<file path="config.mk">
export PLATFORM = sky130hd
export DESIGN_NAME = bit8_timer_ctrl
export DESIGN_NICKNAME = d
export VERILOG_FILES = /design/src/rtl/bit8_timer_ctrl_pkg.sv /design/src/rtl/bit8_timer_ctrl_tick_prescaler.sv /design/src/rtl/bit8_timer_ctrl.sv
export SDC_FILE = /design/constraint.sdc
export NUM_CORES = 1
export LEC_CHECK = 0
export ABC_AREA = 0
export BUFFER_PORTS_ARGS = -buffer_cell sky130_fd_sc_hd__buf_2
export CAP_MARGIN = 20
export CORE_MARGIN = 2
export CORE_UTILIZATION = 50
export CTS_CLUSTER_SIZE = 16
export DETAILED_ROUTE_END_ITERATION = 8
export PLACE_DENSITY = 0.82
export SLEW_MARGIN = 15
export SYNTH_ARGS = -nofsm -noshare
export SYNTH_HDL_FRONTEND = slang
export SYNTH_SLANG_ARGS = --single-unit
</file>
<file path="constraint.sdc">
create_clock -name CP -period 3.65 [get_ports CP]
set_input_delay 0.73 -clock CP [delete_from_list [all_inputs] [get_ports CP]]
set_output_delay 0.73 -clock CP [all_outputs]
set_load 0.03 [all_outputs]
</file>
<file path="src/rtl/bit8_timer_ctrl_pkg.sv">
// Shared definitions for the 8-bit interval timer controller: state encoding
// and counter width.
package bit8_timer_ctrl_pkg;

  localparam int CNT_W = 8;

  typedef enum logic [1:0] {
    S_IDLE = 2'd0,
    S_LOAD = 2'd1,
    S_RUN  = 2'd2,
    S_HOLD = 2'd3
  } state_t;

  function automatic logic is_active(input state_t s);
    return (s == S_RUN) || (s == S_HOLD);
  endfunction

endpackage

</file>
<file path="src/rtl/bit8_timer_ctrl_tick_prescaler.sv">
// Divides the clock into a one-cycle tick every PRESCALE enabled cycles.
// With PRESCALE=1 the tick is constantly high.
module tick_prescaler #(
  parameter int PRESCALE = 1
) (
  input  logic CP,
  input  logic MRn,
  input  logic en,
  input  logic clr,
  output logic tick
);

  generate
    if (PRESCALE <= 1) begin : g_bypass
      logic unused_in;
      assign unused_in = ^{CP, MRn, en, clr};
      assign tick = 1'b1;
    end else begin : g_div
      localparam int PW = $clog2(PRESCALE);
      localparam logic [PW-1:0] LAST = PW'(PRESCALE - 1);

      logic [PW-1:0] cnt;

      always_ff @(posedge CP or negedge MRn) begin
        if (!MRn) begin
          cnt <= '0;
        end else if (clr) begin
          cnt <= '0;
        end else if (en) begin
          cnt <= (cnt == LAST) ? '0 : cnt + 1'b1;
        end
      end

      assign tick = (cnt == LAST);
    end
  endgenerate

endmodule

</file>
<file path="src/rtl/bit8_timer_ctrl.sv">
// Controller that turns a cascaded 74163-style 8-bit counter into a
// programmable interval timer (one-shot or auto-reload, pause, stop).
module bit8_timer_ctrl
  import bit8_timer_ctrl_pkg::*;
#(
  parameter int PRESCALE = 1
) (
  input  logic             CP,
  input  logic             MRn,
  input  logic             start,
  input  logic             stop,
  input  logic             pause,
  input  logic             auto_reload,
  input  logic [CNT_W-1:0] preset,
  input  logic             TC_in,
  output logic             PEn,
  output logic [CNT_W-1:0] D,
  output logic             CET,
  output logic             CEP,
  output logic             busy,
  output logic             expire,
  output logic [CNT_W-1:0] expire_cnt,
  output state_t           fsm_state
);

  // Counter handshake: the counter samples PEn/CET/CEP on every CP edge.
  // PEn low means "load D this edge"; it beats CET/CEP inside the counter.

  state_t state, state_n;
  logic   mode;
  logic   tick;
  logic   in_run;
  logic   exp;

  assign in_run = (state == S_RUN);
  assign exp    = in_run & tick & TC_in & ~stop;

  tick_prescaler #(.PRESCALE(PRESCALE)) u_prescaler (
    .CP   (CP),
    .MRn  (MRn),
    .en   (in_run),
    .clr  (state == S_IDLE),
    .tick (tick)
  );

  // Reloading on the expiry cycle itself keeps auto-reload periods gap-free.
  assign PEn = ~(((state == S_LOAD) & ~stop) | exp);
  assign CEP = in_run & tick;

  always_comb begin
    state_n = state;
    case (state)
      S_IDLE: if (start) state_n = S_LOAD;
      S_LOAD: state_n = S_RUN;
      S_RUN: begin
        if (exp && !mode) state_n = S_IDLE;
        else if (pause)   state_n = S_HOLD;
      end
      S_HOLD: if (!pause) state_n = S_RUN;
      default: state_n = S_IDLE;
    endcase
    if (stop) state_n = S_IDLE;
  end

  always_ff @(posedge CP or negedge MRn) begin
    if (!MRn) begin
      state      <= S_IDLE;
      D          <= '0;
      mode       <= 1'b0;
      expire     <= 1'b0;
      expire_cnt <= '0;
      CET        <= 1'b0;
      busy       <= 1'b0;
    end else begin
      state  <= state_n;
      CET    <= is_active(state_n);
      busy   <= (state_n != S_IDLE);
      expire <= exp;
      if (state == S_IDLE && start && !stop) begin
        D          <= preset;
        mode       <= auto_reload;
        expire_cnt <= '0;
      end else if (exp) begin
        expire_cnt <= expire_cnt + 1'b1;
      end
    end
  end

  assign fsm_state = state;

endmodule

</file>
; ---- Word-level counts from Yosys, hierarchy flattened
; Cells that the tools add are included.
[totals]
reg_bits = 22
inputBits = 15
out_inout_bits = 23
wordCells = 36
[classes]
n_addsub = 1
eq_ne = 5
n_mux = 8
n_bitwise = 6
reduce_logical = 9
[ops]
columns = operator, n
row1 = two-way mux 8 bit, 2
row2 = two-way mux 2 bit, 5
row3 = adder 8 x 1 -> 8 bit (second input constant), 1
row4 = equality test 2 bit (second input constant), 4
row5 = one-hot mux 2 bit (4 select lines), 1
row6 = nonzero test 2 bit, 2
row7 = AND 1 bit, 3
row8 = logical AND 1 bit, 3
row9 = equality test 2 x 1 -> 1 bit (second input constant), 1
row10 = zero test 1 bit, 2
row11 = zero test 2 bit, 1
row12 = inverter 1 bit, 2
row13 = logical OR 1 bit, 1
row14 = bitwise OR 1 bit, 1

; ---- Logic depth before layout (Yosys ltp)
; Gate-level depths: netlist of run 1.
[logic_depth]
ltp_word = 9
mapped_depth = 5
depth_no_buf = 4

; ---- Modules after synthesis
; A second synthesis of run 1 with hierarchy kept.
[hier_totals]
hier_cells = 106
area_unflattened_um2 = 1049.8
[modules_own_cells]
columns = mod, n_inst, cells_per_inst, area_per_inst_um2, seq_area_each_um2
row1 = bit8_timer_ctrl, 1, 104, 1038.5, 550.5
row2 = tick_prescaler, 1, 2, 11.3, 0.0

; ---- Least setup slack after synthesis of run 1
; No wires, ideal clock.
[synth_timing]
kind = register -> output
start = register state[1], in the netlist fsm_state[1]
end = output port CEP
arrival_time_ps = 1120
t_required_ps = 2920
slack_ps = 1800
stages_incl_launch_ff = 2
path_buffers = 0
cell_sequence = dfrtp_1 nor2b_1
[synth_via]
elab_chain_len = 1
[synth_rtl]
columns = item, line_no
row1 = "start, declared", bit8_timer_ctrl.sv:29  ; state_t state, state_n;
row2 = "start signal, assigned", bit8_timer_ctrl.sv:75  ; state <= state_n;
row3 = equality test 2 bit, bit8_timer_ctrl.sv:35  ; assign in_run = (state == S_RUN);
row4 = "end, declared", bit8_timer_ctrl.sv:19  ; output logic CEP,
; No other way between the ends.

; ---- Worst setup path in the final report of run 1
[layout_timing]
start = register state[1], in the netlist fsm_state[1]
end = output port PEn
[layout_via]
elab_chain_len = 5
elab_cells_between_ends = 7
classes_between = eq/ne (2) / bitwise (5)
[layout_rtl]
columns = item, line_no
row1 = equality test 2 bit, bit8_timer_ctrl.sv:35
row2 = AND 1 bit (2 in a row), bit8_timer_ctrl.sv:36  ; assign exp = in_run & tick & TC_in & ~stop;
row3 = bitwise OR 1 bit *, bit8_timer_ctrl.sv:47  ; assign PEn = ~(((state == S_LOAD) & ~stop) | exp);
row4 = inverter 1 bit *, bit8_timer_ctrl.sv:47
row5 = "end, declared", bit8_timer_ctrl.sv:16  ; output logic PEn,
; Every way passes the cells marked *; elsewhere a longest branch is shown, timed or not.

==> results of run 1 <==
-- per-layer routing --
metal | track usage, % | vias up | wire length (um)
li1 | - | 405 | -
met1 | 26.0 | 395 | 844
met2 | 27.8 | 17 | 999
met3 | 2.64 | 2 | 86
met4 | 11.1 | 0 | 12
met5 | 0 | - | 0
-- cells by family (layout without fill, tap and decap cells) --
logic type	count (synthesis)	count (layout)
compound gates	12	12
xor+xnor	1	1
fa+ha+maj	1	1
buf+inv	5	44
flops	22	22
mux	3	3
simple gates	53	53
-- sequential cells by signal, summed over array words and instances, names as in the netlist --
register,count
D,8
expire_cnt,8
fsm_state,2
CET,1
busy,1
expire,1
mode,1
-- how the worst max path moves through the flow --
stage / startpoint / to / slack (ps)
after floorplan: fsm_state[1] / CEP / 1800
after global placement: stop / expire_cnt[6] / 1580
after detailed placement: stop / expire_cnt[5] / 1530
after CTS: fsm_state[1] / PEn / 1620
after global routing: fsm_state[1] / PEn / 1580
final: fsm_state[1] / PEn / 1650
-- through the flow --
| stage | worst slack, ps | cell area [um^2] | hold WS, ps | utilization, % |
|---|---|---|---|---|
| 3_3_place_gp | 1580 | 1160 | 455 | 66.3 |
| 6_report | 1650 | 1190 | 369 | 68.4 |
| 3_5_place_dp | 1530 | 1160 | 457 | 66.3 |
| 5_1_grt | 1580 | 1190 | 384 | 68.4 |
| 4_1_cts | 1620 | 1190 | 370 | 68.4 |
| 2_1_floorplan | 1800 | 947 | 434 | - |
-- placed cells by master (no fill, tap or decap), types with 2 or more instances in the layout --
cell type	instances
clkbuf_4	3
dfrtp_1	22
nor2_1	4
buf_2	37
nand2b_1	2
o31ai_1	4
or4_1	3
inv_1	2
mux2i_1	3
a21oi_1	6
o21ai_0	2
nand4_1	3
nand2_1	35
-- final cells by class --
cell class	count	area [um^2]
clock buffer	4	36.3
fill	162	552
inverter	2	7.51
multi-input combinational	70	375
sequential	22	551
tap	25	31.3
timing repair buffer	38	193
-- where the power goes --
part | internal (uW) | switching (uW)
combinational | 42.5 | 98.3
clock | 60.8 | 69.0
sequential | 272 | 19.8
-- cell usage after synthesis (2+ instances only) --
library cell,number,area (um^2)
mux2i_1,3,30.0
buf_2,2,10.0
nand2b_1,2,12.5
inv_1,2,7.51
o31ai_1,4,30.0
dfrtp_1,22,551
nand2_1,35,131
o21ai_0,2,10.0
a21oi_1,6,30.0
nand4_1,3,18.8
nor2_1,4,15.0
or4_1,3,22.5
==> summary.md, run 1 <==
| Metric | Value |
|---|---|
| Final Setup Violations | `0` |
| Largest family of logic cells by synthesized area | `simple AND/OR/NAND/NOR gates` |
| Routed len/inst | `12.1 um` |
| Synth Register Bits | `22` |
| Worst rel slew slack | `68.2%` |
| Post-Syn Area | `947 um^2` |
| IO Count | `38` |
| Worst-Skew Late Latency | `300 ps` |
| Worst-path clk slew | `110 ps` |
| Ant. Diodes | `0` |
| Die Y | `47.5 um` |
| Crit path buf inv count | `1` |
| Syn Inst Count | `97` |
| # rows | `15` |
| Post-CTS resize count | `0` |
| CP endpoint kind | `output port` |
| Vias per cell | `5.09` |
| Cell Pwr Density | `471 mW/mm^2` |
| Starting Density | `54.3%` |
| Slew Limit Fails | `0` |
| CP Depth | `4` |
| Setup TNS | `0 ps` |
| Routed vias | `819` |
| First-pass GRT wire length | `2990 um` |
| Yosys cell types | `21` |
| Compound-gate portion of the synthesized area | `7.40%` |
| 1st-iter DRT viols | `22` |
| Fmax | `0.500 GHz` |
| EDFF count, synth | `0` |
| Lkg Pwr | `0.000656 uW` |
| R2R Setup Slk | `1900 ps` |
| Die X | `47.5 um` |
| Core area | `0.00175 mm^2` |
| Arr. time, crit path | `1270 ps` |
| Clock skew | `1.29 ps` |
| Die ar. | `0.00226 mm^2` |
| Max stage delay cell, worst path | `dfrtp_1` |
| Setup Buffers After CTS | `0` |
| Synthesis-to-layout area growth | `26.0%` |
| Simple-Gate Fraction of Synth Area | `26.8%` |
| Cell family with most CP delay | `flip-flops` |
| Initial antenna violation count | `0` |
| Final worst-path cycle share | `54.8%` |
| HPWL after DPL | `1390 um` |
| Share of cells above drive strength 1 | `32.4%` |
| Status | `finished clean` |
| Max IR drop VDD | `0.000275 V` |
| Ys flop type | `dfrtp_1` |
| Syn avg cell area | `9.76 um^2` |
| Via count of the first global-routing pass | `720` |
| Hold buffer count at cts | `0` |
| Setup CP Type | `flip-flop to output port` |
| Hold Path Class | `input pin to async pin` |
| CTS Root Cell | `clkbuf_4` |
| Max-cap violations | `0` |
| IO Port Bufs | `37` |
| Critical-path cell list | `nand2_1 > mux2i_1 > nand2b_1 > buf_2` |
| Total grt overflow | `0` |
| Num CTS Buffers | `3` |
| Worst setup SP type | `flip-flop` |
| WP data required | `2920 ps` |
| Worst R2R Start | `fsm_state[0]` |
| Adder-Cell Fraction of Synth Area | `1.32%` |
| GR Util All Layers | `18.7%` |
| Largest net degree at the start of global routing | `23` |
| DRT antenna net count | `0` |
| TritonCTS clock tree | `done` |
| Longest Clk Path Bufs | `2` |
| CTS sink count | `22` |
| Sequential-to-total area share from yosys stat | `58.1%` |
| Worst slew pin tran | `477 ps` |
| Worst-path maximum fanout | `9` |
| Tot Pwr | `562 uW` |
| Synth Area in XOR/XNOR | `0.925%` |
| Reg-to-reg critical path endpoint | `expire_cnt[5]` |
| Syn_nets | `113` |
| Final nets | `153` |
| Final Hold Violating Endpoints | `0` |
| Placed cell count | `157` |
| Final routed DRC violation total | `0` |
| Post-synthesis mux area share | `3.17%` |
| Asr flop ratio synth | `100%` |
| Finished Layout Cells | `161` |
| Fin crit period | `2000 ps` |
| CTS H-tree depth | `1` |
| Routability congestion estimate | `0.758` |
| Yosys warnings | `0` |
| Final wirelength | `1940 um` |
| CP peak stage delay | `510 ps` |
| Pre-Repair DR Iteration Count | `4` |
| Reg2Reg Depth | `3` |
| RSZ-0062 raised after global routing | `no` |
No activity file was read; power rests on OpenSTA's default activity.
==> run 2, diff against run 1 <==
CORE_UTILIZATION = 42   (was 50)
PLACE_DENSITY = 0.74   (was 0.82)
clock period = 1.7 ns   (was 3.65 ns; I/O delays follow)
==> summary.md, run 2 (synthesized netlist as in run 1, its figures left out) <==
| Metric | Value |
|---|---|
| Num CTS Buffers | `3 (unchanged)` |
| Final Setup Violations | `0 (unchanged)` |
| CTS Root Cell | `clkbuf_4` |
| Worst R2R Start | `fsm_state[1]` |
| Longest Clk Path Bufs | `2 (unchanged)` |
| Largest net degree at the start of global routing | `23 (unchanged)` |
| Final wirelength | `1990 um (+2.2%)` |
| Routability congestion estimate | `0.728 (-4.0%)` |
| Total grt overflow | `0 (unchanged)` |
| Final WS setup | `88.3 ps (-1560 ps)` |
| Sequential share of power | `54.0% (+2.2 points)` |
| Max-cap violations | `0 (unchanged)` |
| Clock skew | `2.74 ps (+1.45 ps)` |
| Synthesis-to-layout area growth | `28.4%` |
| Commonest non-fill, non-tap cells in the layout | `buf_2, nand2_1, dfrtp_1` |
| Worst-path maximum fanout | `13 (+4)` |
| Internal power | `765 uW (+100%)` |
| Hold Startpoint | `preset[7]` |
| WHS | `228 ps (-141 ps)` |
| IO Count | `38 (unchanged)` |
| Dpl ws | `91.9 ps (-1440 ps)` |
| Hold endpoint | `D[7]` |
| Share of cells above drive strength 1 | `33.1% (+0.74 points)` |
| DRT antenna net count | `0 (unchanged)` |
| Routed vias | `837 (+2.2%)` |
| CTS H-tree depth | `1 (unchanged)` |
| Max IR drop VDD | `0.000698 V (+150%)` |
| 1st-iter DRT viols | `6 (-73%)` |
| Worst-path clk slew | `110 ps (about the same)` |
| Post-CTS resize count | `0 (unchanged)` |
| P_sw | `398 uW (+110%)` |
| Final Hold Violating Endpoints | `0 (unchanged)` |
| Slew Limit Fails | `0 (unchanged)` |
| Combinational Power Share | `27.1% (+2.0 points)` |
| Pre-Repair DR Iteration Count | `4 (unchanged)` |
| Status | `finished clean` |
| Worst rel slew slack | `68.8% (+0.65 points)` |
| Fmax | `0.620 GHz` |
| Multi-input logic area | `375 um^2 (unchanged)` |
| Storage cell area | `551 um^2 (unchanged)` |
| GR Util All Layers | `16.3% (-2.5 points)` |
| Ant. Diodes | `0 (unchanged)` |
| Worst hold path depth | `3` |
| Setup TNS | `0 ps (unchanged)` |
| CP endpoint kind | `flip-flop` |
| Net Sw Frac | `34.2% (+0.91 points)` |
| R2R Setup Slk | `90 ps (-1810 ps)` |
| Clock power frac | `19.0% (-4.1 points)` |
| Tot Pwr | `1160 uW (+110%)` |
| Starting Density | `43.7% (-11 points)` |
| Die Y | `51.5 um (+8.3%)` |
| First-pass GRT wire length | `3170 um (+6.0%)` |
| Vias per cell | `5.01 (-1.5%)` |
| Cell Pwr Density | `956 mW/mm^2 (+100%)` |
| WP data required | `1890 ps (-1030 ps)` |
| Core area | `0.00217 mm^2 (+24%)` |
| CTS sink count | `22 (unchanged)` |
| Lkg Pwr | `0.000667 uW (+1.8%)` |
| HPWL after DPL | `1480 um (+6.5%)` |
| Die X | `51.5 um (+8.3%)` |
| Worst setup SP type | `flip-flop` |
| Worst-Skew Late Latency | `290 ps (about the same)` |
| # rows | `17 (+2)` |
| Arr. time, crit path | `1800 ps (+530 ps)` |
| Final nets | `157 (+2.6%)` |
| Hold Path Class | `input pin to flip-flop` |
| Reg-to-reg critical path endpoint | `expire_cnt[4]` |
| Via count of the first global-routing pass | `759 (+5.4%)` |
| Worst setup path startpoint | `fsm_state[1]` |
| Fillers | `214 (+32%)` |
| Final routed DRC violation total | `0 (unchanged)` |
| Die ar. | `0.00265 mm^2 (+17%)` |
| Setup CP Type | `flip-flop to flip-flop` |
| Reg2Reg Depth | `3 (unchanged)` |
| Final worst-path cycle share | `94.8%` |
| TritonCTS clock tree | `done` |
| IO Port Bufs | `37 (unchanged)` |
| Initial antenna violation count | `0 (unchanged)` |
| Fin crit period | `1610 ps` |
| Routed len/inst | `11.9 um (-1.5%)` |
| Commonest non-fill, non-tap cell in the layout | `buf_2` |
| Final core occ | `56.1% (-12 points)` |
| Worst slew pin tran | `467 ps (-9.81 ps)` |
[run 2: how the worst max path moves through the flow]
stage          cells past startpoint             to
3_3_place_gp                       3  expire_cnt[3]
5_1_grt                            4            PEn
6_report                           3  expire_cnt[4]
3_5_place_dp                       4  expire_cnt[6]
4_1_cts                            4            PEn
2_1_floorplan                      4           D[1]
[run 2: final cells by class]
| type | instances | share of cell area [%] |
|---|---|---|
| repair buffers | 42 | 18.5 |
| clock buffers | 3 | 1.85 |
| multi-input cells | 70 | 30.9 |
| well taps | 28 | 2.88 |
| flip-flops and latches | 22 | 45.3 |
| inverters | 2 | 0.617 |
[run 2: metal layers]
layer	up-vias	track usage, %	share of wire [%]
met3	4	2.87	5.6
met4	0	11.0	1.8
li1	414	-	-
met5	-	0	0
met2	30	27.1	52
met1	389	19.0	40
[run 2: power groups by stage]
| stage | combinational, uW | clock, uW | sequential (uW) |
|---|---|---|---|
| 2_1_floorplan | 85.3 | 0 | 746 |
| 3_3_place_gp | 306 | 0 | 634 |
| 3_5_place_dp | 313 | 0 | 636 |
| 4_1_cts | 315 | 235 | 628 |
| 5_1_grt | 344 | 256 | 635 |
| 6_report | 315 | 221 | 627 |
[run 2: worst max-delay path, cell delays in order, from the launching register on]
cell     delay (ps)
dfrtp_1         480
or4b_2          830
nand2_1         120
mux2i_1          70
[run 2: per-stage QoR]
stage | cell area (um^2) | instances
floorplan | 947 | 97
finish | 1220 | 167
CTS | 1210 | 166
detailed placement | 1180 | 162
global route | 1220 | 167
global placement | 1180 | 162
[run 2: timing repair]
item | in CTS | in global routing
hold buffers | 1 | 0
hold endpoints to repair | 22 | 0
setup buffers | 0 | 1
endpoints found under the setup margin | 0 | 1
